<file path="config.mk">
export PLATFORM = sky130hd
export DESIGN_NAME = dma_read_engine_flat
export DESIGN_NICKNAME = d
export VERILOG_FILES = /design/src/rtl/dma_read_engine_if.sv /design/src/rtl/dma_read_engine.sv /design/src/flat_wrapper.sv
export SDC_FILE = /design/constraint.sdc
export NUM_CORES = 1
export LEC_CHECK = 0
export BUFFER_PORTS_ARGS = -buffer_cell sky130_fd_sc_hd__clkbuf_2
export CAP_MARGIN = 40
export CORE_AREA = 2 2 409 411
export DETAILED_ROUTE_END_ITERATION = 8
export DIE_AREA = 0 0 411 413
export GPL_TIMING_DRIVEN = 0
export PLACE_DENSITY = 0.44
export SLEW_MARGIN = 20
export SYNTH_ARGS = -nofsm -noshare
export SYNTH_HDL_FRONTEND = slang
export SYNTH_SLANG_ARGS = --single-unit
</file>
<file path="constraint.sdc">
create_clock -name clk -period 12.84 [get_ports clk]
set_input_delay 1.284 -clock clk [delete_from_list [all_inputs] [get_ports clk]]
set_output_delay 1.284 -clock clk [all_outputs]
set_load 0.01 [all_outputs]
</file>
<file path="src/rtl/dma_read_engine_if.sv">
// Command, RQ request, RC completion and read-data stream signals of the DMA read engine.
interface dma_read_engine_if #(
  parameter int unsigned DATA_WIDTH = 256
);
  localparam int unsigned KW = DATA_WIDTH / 32;

  logic [15:0]           cfg_completer_id;

  logic                  cmd_valid;
  logic                  cmd_ready;
  logic [63:0]           cmd_addr;
  logic [10:0]           cmd_len_dw;

  logic                  rq_ready;
  logic                  rq_valid;
  logic                  rq_is_write;
  logic                  rq_is_read;
  logic                  rq_sop;
  logic                  rq_last;
  logic [63:0]           rq_addr;
  logic [10:0]           rq_dword_count;
  logic [7:0]            rq_tag;
  logic [15:0]           rq_requester_id;
  logic [2:0]            rq_tc;
  logic [2:0]            rq_attr;
  logic [DATA_WIDTH-1:0] rq_payload;
  logic [KW-1:0]         rq_payload_keep;

  logic                  rc_desc_valid;
  logic [7:0]            rc_tag;
  logic [2:0]            rc_status;
  logic [10:0]           rc_dword_count;
  logic                  rc_request_completed;
  logic [3:0]            rc_error_code;
  logic                  rc_data_valid;
  logic                  rc_data_sop;
  logic                  rc_data_eop;
  logic [DATA_WIDTH-1:0] rc_payload;
  logic [KW-1:0]         rc_payload_keep;

  logic                  rd_data_valid;
  logic [DATA_WIDTH-1:0] rd_data;
  logic [KW-1:0]         rd_data_keep;
  logic                  rd_data_last;

  logic                  done;
  logic [2:0]            err_code;
  logic                  busy;

  // Side that drives commands, RQ flow control and completions.
  modport master (
    output cfg_completer_id, cmd_valid, cmd_addr, cmd_len_dw, rq_ready,
    output rc_desc_valid, rc_tag, rc_status, rc_dword_count, rc_request_completed,
    output rc_error_code, rc_data_valid, rc_data_sop, rc_data_eop, rc_payload,
    output rc_payload_keep,
    input  cmd_ready, rq_valid, rq_is_write, rq_is_read, rq_sop, rq_last, rq_addr,
    input  rq_dword_count, rq_tag, rq_requester_id, rq_tc, rq_attr, rq_payload,
    input  rq_payload_keep, rd_data_valid, rd_data, rd_data_keep, rd_data_last,
    input  done, err_code, busy
  );

  // The read engine itself.
  modport slave (
    input  cfg_completer_id, cmd_valid, cmd_addr, cmd_len_dw, rq_ready,
    input  rc_desc_valid, rc_tag, rc_status, rc_dword_count, rc_request_completed,
    input  rc_error_code, rc_data_valid, rc_data_sop, rc_data_eop, rc_payload,
    input  rc_payload_keep,
    output cmd_ready, rq_valid, rq_is_write, rq_is_read, rq_sop, rq_last, rq_addr,
    output rq_dword_count, rq_tag, rq_requester_id, rq_tc, rq_attr, rq_payload,
    output rq_payload_keep, rd_data_valid, rd_data, rd_data_keep, rd_data_last,
    output done, err_code, busy
  );
endinterface

</file>
<file path="src/rtl/dma_read_engine.sv">
// Host-memory DMA read initiator: splits a read command into 4 KB-safe, MRRS-sized memory
// read requests (one outstanding), checks completions and streams payload in address order.
module dma_read_engine #(
  parameter int unsigned DATA_WIDTH     = 256,
  parameter int unsigned MAX_REQ_DW     = 128,
  parameter int unsigned TIMEOUT_CYCLES = 1_000_000
) (
  input logic              clk,
  input logic              rst,
  dma_read_engine_if.slave io_bus
);
  localparam int unsigned KW = DATA_WIDTH / 32;
  localparam int unsigned TW = $clog2(TIMEOUT_CYCLES + 1);
  localparam logic [10:0] MaxDw = 11'(MAX_REQ_DW);

  localparam logic [2:0] ErrNone    = 3'd0;
  localparam logic [2:0] ErrBadCmd  = 3'd1;
  localparam logic [2:0] ErrStatus  = 3'd2;
  localparam logic [2:0] ErrCplErr  = 3'd3;
  localparam logic [2:0] ErrTag     = 3'd4;
  localparam logic [2:0] ErrTimeout = 3'd5;
  localparam logic [2:0] ErrLength  = 3'd6;

  typedef enum logic [1:0] {StIdle, StIssue, StWaitCpl} state_e;

  state_e                r_state, w_state_nxt;
  logic [63:0]           r_next_addr, w_next_addr_nxt;
  logic [10:0]           r_total_rem, w_total_rem_nxt;
  logic [10:0]           r_cpl_rem, w_cpl_rem_nxt;
  logic [7:0]            r_tag_cnt, w_tag_cnt_nxt;
  logic [7:0]            r_out_tag, w_out_tag_nxt;
  logic                  r_cpl_flag, w_cpl_flag_nxt;
  logic [TW-1:0]         r_timer, w_timer_nxt;

  logic                  r_rq_valid, w_rq_valid_nxt;
  logic [63:0]           r_rq_addr, w_rq_addr_nxt;
  logic [10:0]           r_rq_dw, w_rq_dw_nxt;
  logic [7:0]            r_rq_tag, w_rq_tag_nxt;
  logic [15:0]           r_rq_req_id, w_rq_req_id_nxt;

  logic                  r_rd_valid, w_rd_valid_nxt;
  logic [DATA_WIDTH-1:0] r_rd_data, w_rd_data_nxt;
  logic [KW-1:0]         r_rd_keep, w_rd_keep_nxt;
  logic                  r_rd_last, w_rd_last_nxt;
  logic                  r_done, w_done_nxt;
  logic [2:0]            r_err, w_err_nxt;

  logic                  w_cmd_ready;
  logic                  w_cmd_bad;
  logic [10:0]           w_bound;
  logic [10:0]           w_chunk;
  logic [10:0]           w_beat_dw;
  logic [10:0]           w_rem_after;
  logic                  w_cpl_flag;
  logic [2:0]            w_beat_err;
  logic                  w_unused;

  assign w_cmd_ready = (r_state == StIdle) && !rst;
  assign w_cmd_bad   = (io_bus.cmd_len_dw == 11'd0) || (io_bus.cmd_len_dw > 11'd1024) ||
                       (io_bus.cmd_addr[1:0] != 2'b00);

  // Chunk = min(remaining, MRRS, DWords left before the next 4 KB boundary).
  always_comb begin
    w_bound = 11'd1024 - {1'b0, r_next_addr[11:2]};
    w_chunk = r_total_rem;
    if (MaxDw < w_chunk) w_chunk = MaxDw;
    if (w_bound < w_chunk) w_chunk = w_bound;
  end

  // DWords carried by the current completion beat (payload is packed from lane 0).
  always_comb begin
    w_beat_dw = '0;
    for (int i = 0; i < int'(KW); i++) begin
      w_beat_dw = w_beat_dw + 11'(io_bus.rc_payload_keep[i]);
    end
  end

  // Completion beat checks. request_completed arrives with the descriptor on the sop beat but
  // is only meaningful at the completion's eop, so it is held across the beats in between.
  always_comb begin
    w_cpl_flag  = io_bus.rc_desc_valid ? io_bus.rc_request_completed : r_cpl_flag;
    w_rem_after = r_cpl_rem - w_beat_dw;
    if (io_bus.rc_desc_valid && (io_bus.rc_tag != r_out_tag)) begin
      w_beat_err = ErrTag;
    end else if (io_bus.rc_desc_valid && (io_bus.rc_status != 3'd0)) begin
      w_beat_err = ErrStatus;
    end else if (io_bus.rc_desc_valid && (io_bus.rc_error_code != 4'd0)) begin
      w_beat_err = ErrCplErr;
    end else if (w_beat_dw > r_cpl_rem) begin
      w_beat_err = ErrLength;
    end else if (io_bus.rc_data_eop && w_cpl_flag && (w_rem_after != 11'd0)) begin
      w_beat_err = ErrLength;
    end else begin
      w_beat_err = ErrNone;
    end
  end

  // Next-state and registered-output logic.
  always_comb begin
    w_state_nxt     = r_state;
    w_next_addr_nxt = r_next_addr;
    w_total_rem_nxt = r_total_rem;
    w_cpl_rem_nxt   = r_cpl_rem;
    w_tag_cnt_nxt   = r_tag_cnt;
    w_out_tag_nxt   = r_out_tag;
    w_cpl_flag_nxt  = r_cpl_flag;
    w_timer_nxt     = r_timer;
    w_rq_valid_nxt  = 1'b0;
    w_rq_addr_nxt   = r_rq_addr;
    w_rq_dw_nxt     = r_rq_dw;
    w_rq_tag_nxt    = r_rq_tag;
    w_rq_req_id_nxt = r_rq_req_id;
    w_rd_valid_nxt  = 1'b0;
    w_rd_data_nxt   = r_rd_data;
    w_rd_keep_nxt   = r_rd_keep;
    w_rd_last_nxt   = 1'b0;
    w_done_nxt      = 1'b0;
    w_err_nxt       = ErrNone;

    unique case (r_state)
      StIdle: begin
        if (io_bus.cmd_valid && w_cmd_ready) begin
          if (w_cmd_bad) begin
            w_done_nxt = 1'b1;
            w_err_nxt  = ErrBadCmd;
          end else begin
            w_next_addr_nxt = io_bus.cmd_addr;
            w_total_rem_nxt = io_bus.cmd_len_dw;
            w_state_nxt     = StIssue;
          end
        end
      end
      StIssue: begin
        if (io_bus.rq_ready) begin
          w_rq_valid_nxt  = 1'b1;
          w_rq_addr_nxt   = r_next_addr;
          w_rq_dw_nxt     = w_chunk;
          w_rq_tag_nxt    = r_tag_cnt;
          w_rq_req_id_nxt = io_bus.cfg_completer_id;
          w_cpl_rem_nxt   = w_chunk;
          w_next_addr_nxt = r_next_addr + {51'b0, w_chunk, 2'b00};
          w_total_rem_nxt = r_total_rem - w_chunk;
          w_out_tag_nxt   = r_tag_cnt;
          w_tag_cnt_nxt   = r_tag_cnt + 8'd1;
          w_cpl_flag_nxt  = 1'b0;
          w_timer_nxt     = '0;
          w_state_nxt     = StWaitCpl;
        end
      end
      StWaitCpl: begin
        if (io_bus.rc_data_valid) begin
          if (w_beat_err != ErrNone) begin
            // Abandon the command; the offending beat is not forwarded.
            w_done_nxt  = 1'b1;
            w_err_nxt   = w_beat_err;
            w_state_nxt = StIdle;
          end else begin
            w_rd_valid_nxt = 1'b1;
            w_rd_data_nxt  = io_bus.rc_payload;
            w_rd_keep_nxt  = io_bus.rc_payload_keep;
            w_cpl_rem_nxt  = w_rem_after;
            w_cpl_flag_nxt = w_cpl_flag;
            w_timer_nxt    = '0;
            if (io_bus.rc_data_eop && (w_rem_after == 11'd0)) begin
              if (r_total_rem != 11'd0) begin
                w_state_nxt = StIssue;
              end else begin
                w_rd_last_nxt = 1'b1;
                w_done_nxt    = 1'b1;
                w_state_nxt   = StIdle;
              end
            end
          end
        end else if (r_timer == TW'(TIMEOUT_CYCLES - 1)) begin
          w_done_nxt  = 1'b1;
          w_err_nxt   = ErrTimeout;
          w_state_nxt = StIdle;
        end else begin
          w_timer_nxt = r_timer + 1'b1;
        end
      end
      default: w_state_nxt = StIdle;
    endcase
  end

  // State and output registers, synchronous active-high reset.
  always_ff @(posedge clk) begin
    if (rst) begin
      r_state     <= StIdle;
      r_next_addr <= '0;
      r_total_rem <= '0;
      r_cpl_rem   <= '0;
      r_tag_cnt   <= '0;
      r_out_tag   <= '0;
      r_cpl_flag  <= 1'b0;
      r_timer     <= '0;
      r_rq_valid  <= 1'b0;
      r_rq_addr   <= '0;
      r_rq_dw     <= '0;
      r_rq_tag    <= '0;
      r_rq_req_id <= '0;
      r_rd_valid  <= 1'b0;
      r_rd_data   <= '0;
      r_rd_keep   <= '0;
      r_rd_last   <= 1'b0;
      r_done      <= 1'b0;
      r_err       <= '0;
    end else begin
      r_state     <= w_state_nxt;
      r_next_addr <= w_next_addr_nxt;
      r_total_rem <= w_total_rem_nxt;
      r_cpl_rem   <= w_cpl_rem_nxt;
      r_tag_cnt   <= w_tag_cnt_nxt;
      r_out_tag   <= w_out_tag_nxt;
      r_cpl_flag  <= w_cpl_flag_nxt;
      r_timer     <= w_timer_nxt;
      r_rq_valid  <= w_rq_valid_nxt;
      r_rq_addr   <= w_rq_addr_nxt;
      r_rq_dw     <= w_rq_dw_nxt;
      r_rq_tag    <= w_rq_tag_nxt;
      r_rq_req_id <= w_rq_req_id_nxt;
      r_rd_valid  <= w_rd_valid_nxt;
      r_rd_data   <= w_rd_data_nxt;
      r_rd_keep   <= w_rd_keep_nxt;
      r_rd_last   <= w_rd_last_nxt;
      r_done      <= w_done_nxt;
      r_err       <= w_err_nxt;
    end
  end

  assign io_bus.cmd_ready       = w_cmd_ready;
  assign io_bus.rq_valid        = r_rq_valid;
  assign io_bus.rq_is_write     = 1'b0;
  assign io_bus.rq_is_read      = r_rq_valid;
  assign io_bus.rq_sop          = r_rq_valid;
  assign io_bus.rq_last         = r_rq_valid;
  assign io_bus.rq_addr         = r_rq_addr;
  assign io_bus.rq_dword_count  = r_rq_dw;
  assign io_bus.rq_tag          = r_rq_tag;
  assign io_bus.rq_requester_id = r_rq_req_id;
  assign io_bus.rq_tc           = 3'd0;
  assign io_bus.rq_attr         = 3'd0;
  assign io_bus.rq_payload      = '0;
  assign io_bus.rq_payload_keep = '0;
  assign io_bus.rd_data_valid   = r_rd_valid;
  assign io_bus.rd_data         = r_rd_data;
  assign io_bus.rd_data_keep    = r_rd_keep;
  assign io_bus.rd_data_last    = r_rd_last;
  assign io_bus.done            = r_done;
  assign io_bus.err_code        = r_err;
  assign io_bus.busy            = (r_state != StIdle);

  // Length is tracked from keep; sop is implied by rc_desc_valid.
  assign w_unused = ^{io_bus.rc_dword_count, io_bus.rc_data_sop};
endmodule
</file>
<file path="src/flat_wrapper.sv">
// flat-port wrapper written by rule: the top's interface ports become plain ports
module dma_read_engine_flat 
#(
  parameter int unsigned DATA_WIDTH     = 256,
  parameter int unsigned MAX_REQ_DW     = 128,
  parameter int unsigned TIMEOUT_CYCLES = 1_000_000
)
  (clk, rst, io_bus_cfg_completer_id, io_bus_cmd_valid, io_bus_cmd_addr, io_bus_cmd_len_dw, io_bus_rq_ready, io_bus_rc_desc_valid, io_bus_rc_tag, io_bus_rc_status, io_bus_rc_dword_count, io_bus_rc_request_completed, io_bus_rc_error_code, io_bus_rc_data_valid, io_bus_rc_data_sop, io_bus_rc_data_eop, io_bus_rc_payload, io_bus_rc_payload_keep, io_bus_cmd_ready, io_bus_rq_valid, io_bus_rq_is_write, io_bus_rq_is_read, io_bus_rq_sop, io_bus_rq_last, io_bus_rq_addr, io_bus_rq_dword_count, io_bus_rq_tag, io_bus_rq_requester_id, io_bus_rq_tc, io_bus_rq_attr, io_bus_rq_payload, io_bus_rq_payload_keep, io_bus_rd_data_valid, io_bus_rd_data, io_bus_rd_data_keep, io_bus_rd_data_last, io_bus_done, io_bus_err_code, io_bus_busy);
  dma_read_engine_if #(.DATA_WIDTH(DATA_WIDTH)) io_bus_i ();
  input logic clk;
  input logic rst;
  input wire logic [$bits(io_bus_i.cfg_completer_id)-1:0] io_bus_cfg_completer_id;
  input wire logic [$bits(io_bus_i.cmd_valid)-1:0] io_bus_cmd_valid;
  input wire logic [$bits(io_bus_i.cmd_addr)-1:0] io_bus_cmd_addr;
  input wire logic [$bits(io_bus_i.cmd_len_dw)-1:0] io_bus_cmd_len_dw;
  input wire logic [$bits(io_bus_i.rq_ready)-1:0] io_bus_rq_ready;
  input wire logic [$bits(io_bus_i.rc_desc_valid)-1:0] io_bus_rc_desc_valid;
  input wire logic [$bits(io_bus_i.rc_tag)-1:0] io_bus_rc_tag;
  input wire logic [$bits(io_bus_i.rc_status)-1:0] io_bus_rc_status;
  input wire logic [$bits(io_bus_i.rc_dword_count)-1:0] io_bus_rc_dword_count;
  input wire logic [$bits(io_bus_i.rc_request_completed)-1:0] io_bus_rc_request_completed;
  input wire logic [$bits(io_bus_i.rc_error_code)-1:0] io_bus_rc_error_code;
  input wire logic [$bits(io_bus_i.rc_data_valid)-1:0] io_bus_rc_data_valid;
  input wire logic [$bits(io_bus_i.rc_data_sop)-1:0] io_bus_rc_data_sop;
  input wire logic [$bits(io_bus_i.rc_data_eop)-1:0] io_bus_rc_data_eop;
  input wire logic [$bits(io_bus_i.rc_payload)-1:0] io_bus_rc_payload;
  input wire logic [$bits(io_bus_i.rc_payload_keep)-1:0] io_bus_rc_payload_keep;
  output wire logic [$bits(io_bus_i.cmd_ready)-1:0] io_bus_cmd_ready;
  output wire logic [$bits(io_bus_i.rq_valid)-1:0] io_bus_rq_valid;
  output wire logic [$bits(io_bus_i.rq_is_write)-1:0] io_bus_rq_is_write;
  output wire logic [$bits(io_bus_i.rq_is_read)-1:0] io_bus_rq_is_read;
  output wire logic [$bits(io_bus_i.rq_sop)-1:0] io_bus_rq_sop;
  output wire logic [$bits(io_bus_i.rq_last)-1:0] io_bus_rq_last;
  output wire logic [$bits(io_bus_i.rq_addr)-1:0] io_bus_rq_addr;
  output wire logic [$bits(io_bus_i.rq_dword_count)-1:0] io_bus_rq_dword_count;
  output wire logic [$bits(io_bus_i.rq_tag)-1:0] io_bus_rq_tag;
  output wire logic [$bits(io_bus_i.rq_requester_id)-1:0] io_bus_rq_requester_id;
  output wire logic [$bits(io_bus_i.rq_tc)-1:0] io_bus_rq_tc;
  output wire logic [$bits(io_bus_i.rq_attr)-1:0] io_bus_rq_attr;
  output wire logic [$bits(io_bus_i.rq_payload)-1:0] io_bus_rq_payload;
  output wire logic [$bits(io_bus_i.rq_payload_keep)-1:0] io_bus_rq_payload_keep;
  output wire logic [$bits(io_bus_i.rd_data_valid)-1:0] io_bus_rd_data_valid;
  output wire logic [$bits(io_bus_i.rd_data)-1:0] io_bus_rd_data;
  output wire logic [$bits(io_bus_i.rd_data_keep)-1:0] io_bus_rd_data_keep;
  output wire logic [$bits(io_bus_i.rd_data_last)-1:0] io_bus_rd_data_last;
  output wire logic [$bits(io_bus_i.done)-1:0] io_bus_done;
  output wire logic [$bits(io_bus_i.err_code)-1:0] io_bus_err_code;
  output wire logic [$bits(io_bus_i.busy)-1:0] io_bus_busy;
  assign io_bus_i.cfg_completer_id = io_bus_cfg_completer_id;
  assign io_bus_i.cmd_valid = io_bus_cmd_valid;
  assign io_bus_i.cmd_addr = io_bus_cmd_addr;
  assign io_bus_i.cmd_len_dw = io_bus_cmd_len_dw;
  assign io_bus_i.rq_ready = io_bus_rq_ready;
  assign io_bus_i.rc_desc_valid = io_bus_rc_desc_valid;
  assign io_bus_i.rc_tag = io_bus_rc_tag;
  assign io_bus_i.rc_status = io_bus_rc_status;
  assign io_bus_i.rc_dword_count = io_bus_rc_dword_count;
  assign io_bus_i.rc_request_completed = io_bus_rc_request_completed;
  assign io_bus_i.rc_error_code = io_bus_rc_error_code;
  assign io_bus_i.rc_data_valid = io_bus_rc_data_valid;
  assign io_bus_i.rc_data_sop = io_bus_rc_data_sop;
  assign io_bus_i.rc_data_eop = io_bus_rc_data_eop;
  assign io_bus_i.rc_payload = io_bus_rc_payload;
  assign io_bus_i.rc_payload_keep = io_bus_rc_payload_keep;
  assign io_bus_cmd_ready = io_bus_i.cmd_ready;
  assign io_bus_rq_valid = io_bus_i.rq_valid;
  assign io_bus_rq_is_write = io_bus_i.rq_is_write;
  assign io_bus_rq_is_read = io_bus_i.rq_is_read;
  assign io_bus_rq_sop = io_bus_i.rq_sop;
  assign io_bus_rq_last = io_bus_i.rq_last;
  assign io_bus_rq_addr = io_bus_i.rq_addr;
  assign io_bus_rq_dword_count = io_bus_i.rq_dword_count;
  assign io_bus_rq_tag = io_bus_i.rq_tag;
  assign io_bus_rq_requester_id = io_bus_i.rq_requester_id;
  assign io_bus_rq_tc = io_bus_i.rq_tc;
  assign io_bus_rq_attr = io_bus_i.rq_attr;
  assign io_bus_rq_payload = io_bus_i.rq_payload;
  assign io_bus_rq_payload_keep = io_bus_i.rq_payload_keep;
  assign io_bus_rd_data_valid = io_bus_i.rd_data_valid;
  assign io_bus_rd_data = io_bus_i.rd_data;
  assign io_bus_rd_data_keep = io_bus_i.rd_data_keep;
  assign io_bus_rd_data_last = io_bus_i.rd_data_last;
  assign io_bus_done = io_bus_i.done;
  assign io_bus_err_code = io_bus_i.err_code;
  assign io_bus_busy = io_bus_i.busy;
  dma_read_engine #(.DATA_WIDTH(DATA_WIDTH), .MAX_REQ_DW(MAX_REQ_DW), .TIMEOUT_CYCLES(TIMEOUT_CYCLES)) u_core (.clk(clk), .rst(rst), .io_bus(io_bus_i));
endmodule
</file>
==> reports/qor.yml <==
detailed_routing:
  drtIter0Drc: 2350
  via_per_inst: 4.20
  post_drt_wl_per_cell_um: 22.5
  drtAntennaViolNets: 0
  wl_um: 145000
  drc: 0
  vias: 27125
  dr.pass1.iters: 6
cts:
  cts_setup_buffers: 0
  clock-sinks: 487
  cts_tree: "done"
  clkTransAtPathRegs_ns: 0.06
  htreeDepth: 3
  insertion_delay_ns: 0.66
  clk_path_buf_depth: 3
  numCtsBuffers: 66
  holdBufCountCts: 0
  cts_resized: 0
  clock-root-buffer: "clkbuf_16"
worst_setup_path:
  r2r_setup_slack_ns: 5.79
  slowest_stage: "nor4_1"
  cp_num_buf_inv: 6
  critPathLaunchType: "flip-flop"
  cp-startpoint: "u_core.r_total_rem[7]"
  end_kind: "flip-flop"
  crit_type: "flip-flop to flip-flop"
  cp.required_ns: 13.40
  path_cells: "nor4_1, clkbuf_1, nand2_1, ha_1, a211oi_1, nand2_1, o31a_1, nor2_1, clkbuf_1, mux2i_1, ha_1, inv_1, fa_1, nor2b_1, o21ai_1, a2111oi_1, buf_2, nor4_2, buf_2, clkbuf_1, nor4_1, a311oi_1, a211oi_1"
  path_delay_family: "simple AND/OR/NAND/NOR gates"
  crit_fanout: 10
  cp_slowest_stage_delay_ns: 0.60
  cp.arrival_ns: 7.61
  r2r_start: "u_core.r_total_rem[7]"
  timing.critical_path.mode_cell: "clkbuf_1"
hold_path:
  hold_path.class: "flip-flop to flip-flop"
  worstHoldStart: "u_core.io_bus.rq_requester_id[12]"
placement:
  gp_congestion: 0.907
  io_buffers: 751
  dp_hpwl_um: 119000
  postPlaceCellArea_um2: 31900
final_layout:
  fin_area_um2: 34300
  nFillCells: 18847
  nNetsFinal: 4627
  syn_to_final_growth_pct: 41.9
  drive_gt1_share_pct: 29.0
die:
  core_region_area_um2: 166000
  die_h_um: 413
  die_area_um2: 170000
  io_pins: 1036
  rows: 150
  fp.dieW_um: 411
  initial_utilization_pct: 14.6
logic_synthesis:
  synth-seq-cells: 487
  synth_cells: 3070
  yosys_warnings: 0
  async_flop_share_pct: 0
  synth.distinct_cells: 79
  netlist_area_um2: 24200
  syn_area_per_cell_um2: 7.87
  synth_ff_type: "dfxtp_1"
  synth_edf_count: 0
  ys_seq_area_share_pct: 40.4
power:
  peakVddDrop_mv: 0.0860
  powerDensity_nw_per_um2: 121
  p_leak_nw: 14.0
sta:
  timing.fmax_ghz: 0.142
  relSlewSlack_pct: 38.0
  setup_viol_count_final: 0
  post-route-min-period_ns: 7.05
  tightestPinTransition_ns: 0.930
  rsz0062_at_grt: "no"
  timing.setup.tns_ns: 0
  skew_ns: 0.0390
  hold_viol: 0
  slew_violations: 0
  fin_crit_sh_pct: 54.9
global_routing:
  antenna_found_initial: 32
  grt_pass1_wl_um: 196000
  grt_max_degree: 13
  overflow: 0
  grtUsageTotal_pct: 16.2
  grt_pass1_vias: 24911
job:
  maxCapViolCount: 0
outcome:
  status: "finished clean"
## where the power goes
| part | internal (mW) | total (mW) | switching [mW] |
|---|---|---|---|
| Combinational | 0.232 | 0.650 | 0.417 |
| Clock | 1.15 | 1.97 | 0.821 |
| Sequential | 1.52 | 1.54 | 0.0148 |
## area by class of cell
cell class	instances	area, µm²	area share, %
multi-input cells	2284	12200	35.7
plain buffers	526	3060	8.92
well taps	2204	2760	8.04
inverters	45	169	0.493
clock buffers	93	1940	5.67
diodes	11	27.5	0.0803
clock inverters	23	320	0.934
repair buffers	779	4020	11.7
flip-flops and latches	487	9750	28.4
## routing by layer
layer	global-route usage, %	wire [µm]
met5	0	232
met4	4.52	3860
met3	4.36	12700
met2	26.3	67600
met1	20.9	61000
## synthesized netlist by cell type (27+ instances only)
cell,number,area share (%)
nand3_1,300,6.2
ha_1,41,2.1
dfxtp_1,487,40
buf_4,275,8.5
nand2_1,293,4.6
a211oi_1,46,1.4
nor3_1,60,1.2
inv_1,45,0.70
buf_2,27,0.56
o21ai_0,330,6.8
nor2_1,116,1.8
a21oi_1,428,8.9
clkbuf_1,215,3.3
## stage by stage
stage	hold WS [ns]	instances	power [mW]	util [%]	worst slack [ns]
finish	0.454	6452	4.16	20.7	5.79
global route	0.471	6441	4.33	20.6	5.44
CTS	0.455	6436	4.22	20.6	5.91
detailed placement	0.446	6320	2.21	19.3	5.19
global placement	0.445	6297	2.21	19.1	4.93
floorplan	0.427	3342	1.96	-	7.34
## worst reg2reg max path, delay by kind of cell (launching register included)
| family | cells | cell delay, ns |
|---|---|---|
| fa+ha+maj | 3 | 1.02 |
| mux | 1 | 0.59 |
| buf+inv | 6 | 1.64 |
| compound gates | 6 | 1.60 |
| simple gates | 7 | 1.77 |
| flops | 1 | 0.33 |
## state kept, by name, indices dropped and copies added, names as in the netlist, 3 cells and up
name                           count
u_core.r_cpl_rem                  11
u_core.r_timer                    20
u_core.io_bus.rd_data_keep         8
u_core.io_bus.rd_data            256
u_core.r_out_tag                   8
u_core.r_next_addr                64
u_core.r_total_rem                11
u_core.io_bus.err_code             3
u_core.io_bus.rq_addr             64
u_core.io_bus.rq_dword_count      11
u_core.io_bus.rq_requester_id     16
u_core.r_tag_cnt                   8
## path summary, 6_finish.rpt
kind                                             to  cells after the start
hold reg to reg   u_core.io_bus.rq_requester_id[12]                      2
hold / removal    u_core.io_bus.rq_requester_id[12]                      2
setup reg to reg             u_core.r_next_addr[44]                     23
setup / recovery             u_core.r_next_addr[44]                     23
## placed cells by master, fill, tap and decap left out, types with 41 or more instances in the layout
master	instances
clkbuf_2	759
dfxtp_1	487
a21oi_1	428
o21ai_0	330
nand3_1	300
nand2_1	293
buf_4	280
conb_1	274
clkbuf_1	217
nor2_1	116
clkbuf_16	67
nor3_1	60
a211oi_1	46
inv_1	45
ha_1	41
## kinds of logic (layout without fill, tap and decap cells)
logic type | count (synthesis) | after routing | share of synthesized area [%]
fa+ha+maj | 48 | 48 | 2.70
mux | 12 | 12 | 0.508
simple gates | 953 | 953 | 19.2
compound gates | 958 | 958 | 22.5
flops | 487 | 487 | 40.4
other cells | 2 | 285 | 0.0311
xor+xnor | 39 | 39 | 1.41
buf+inv | 571 | 1466 | 13.3
Note: power is estimated with default switching activity, not from simulation.
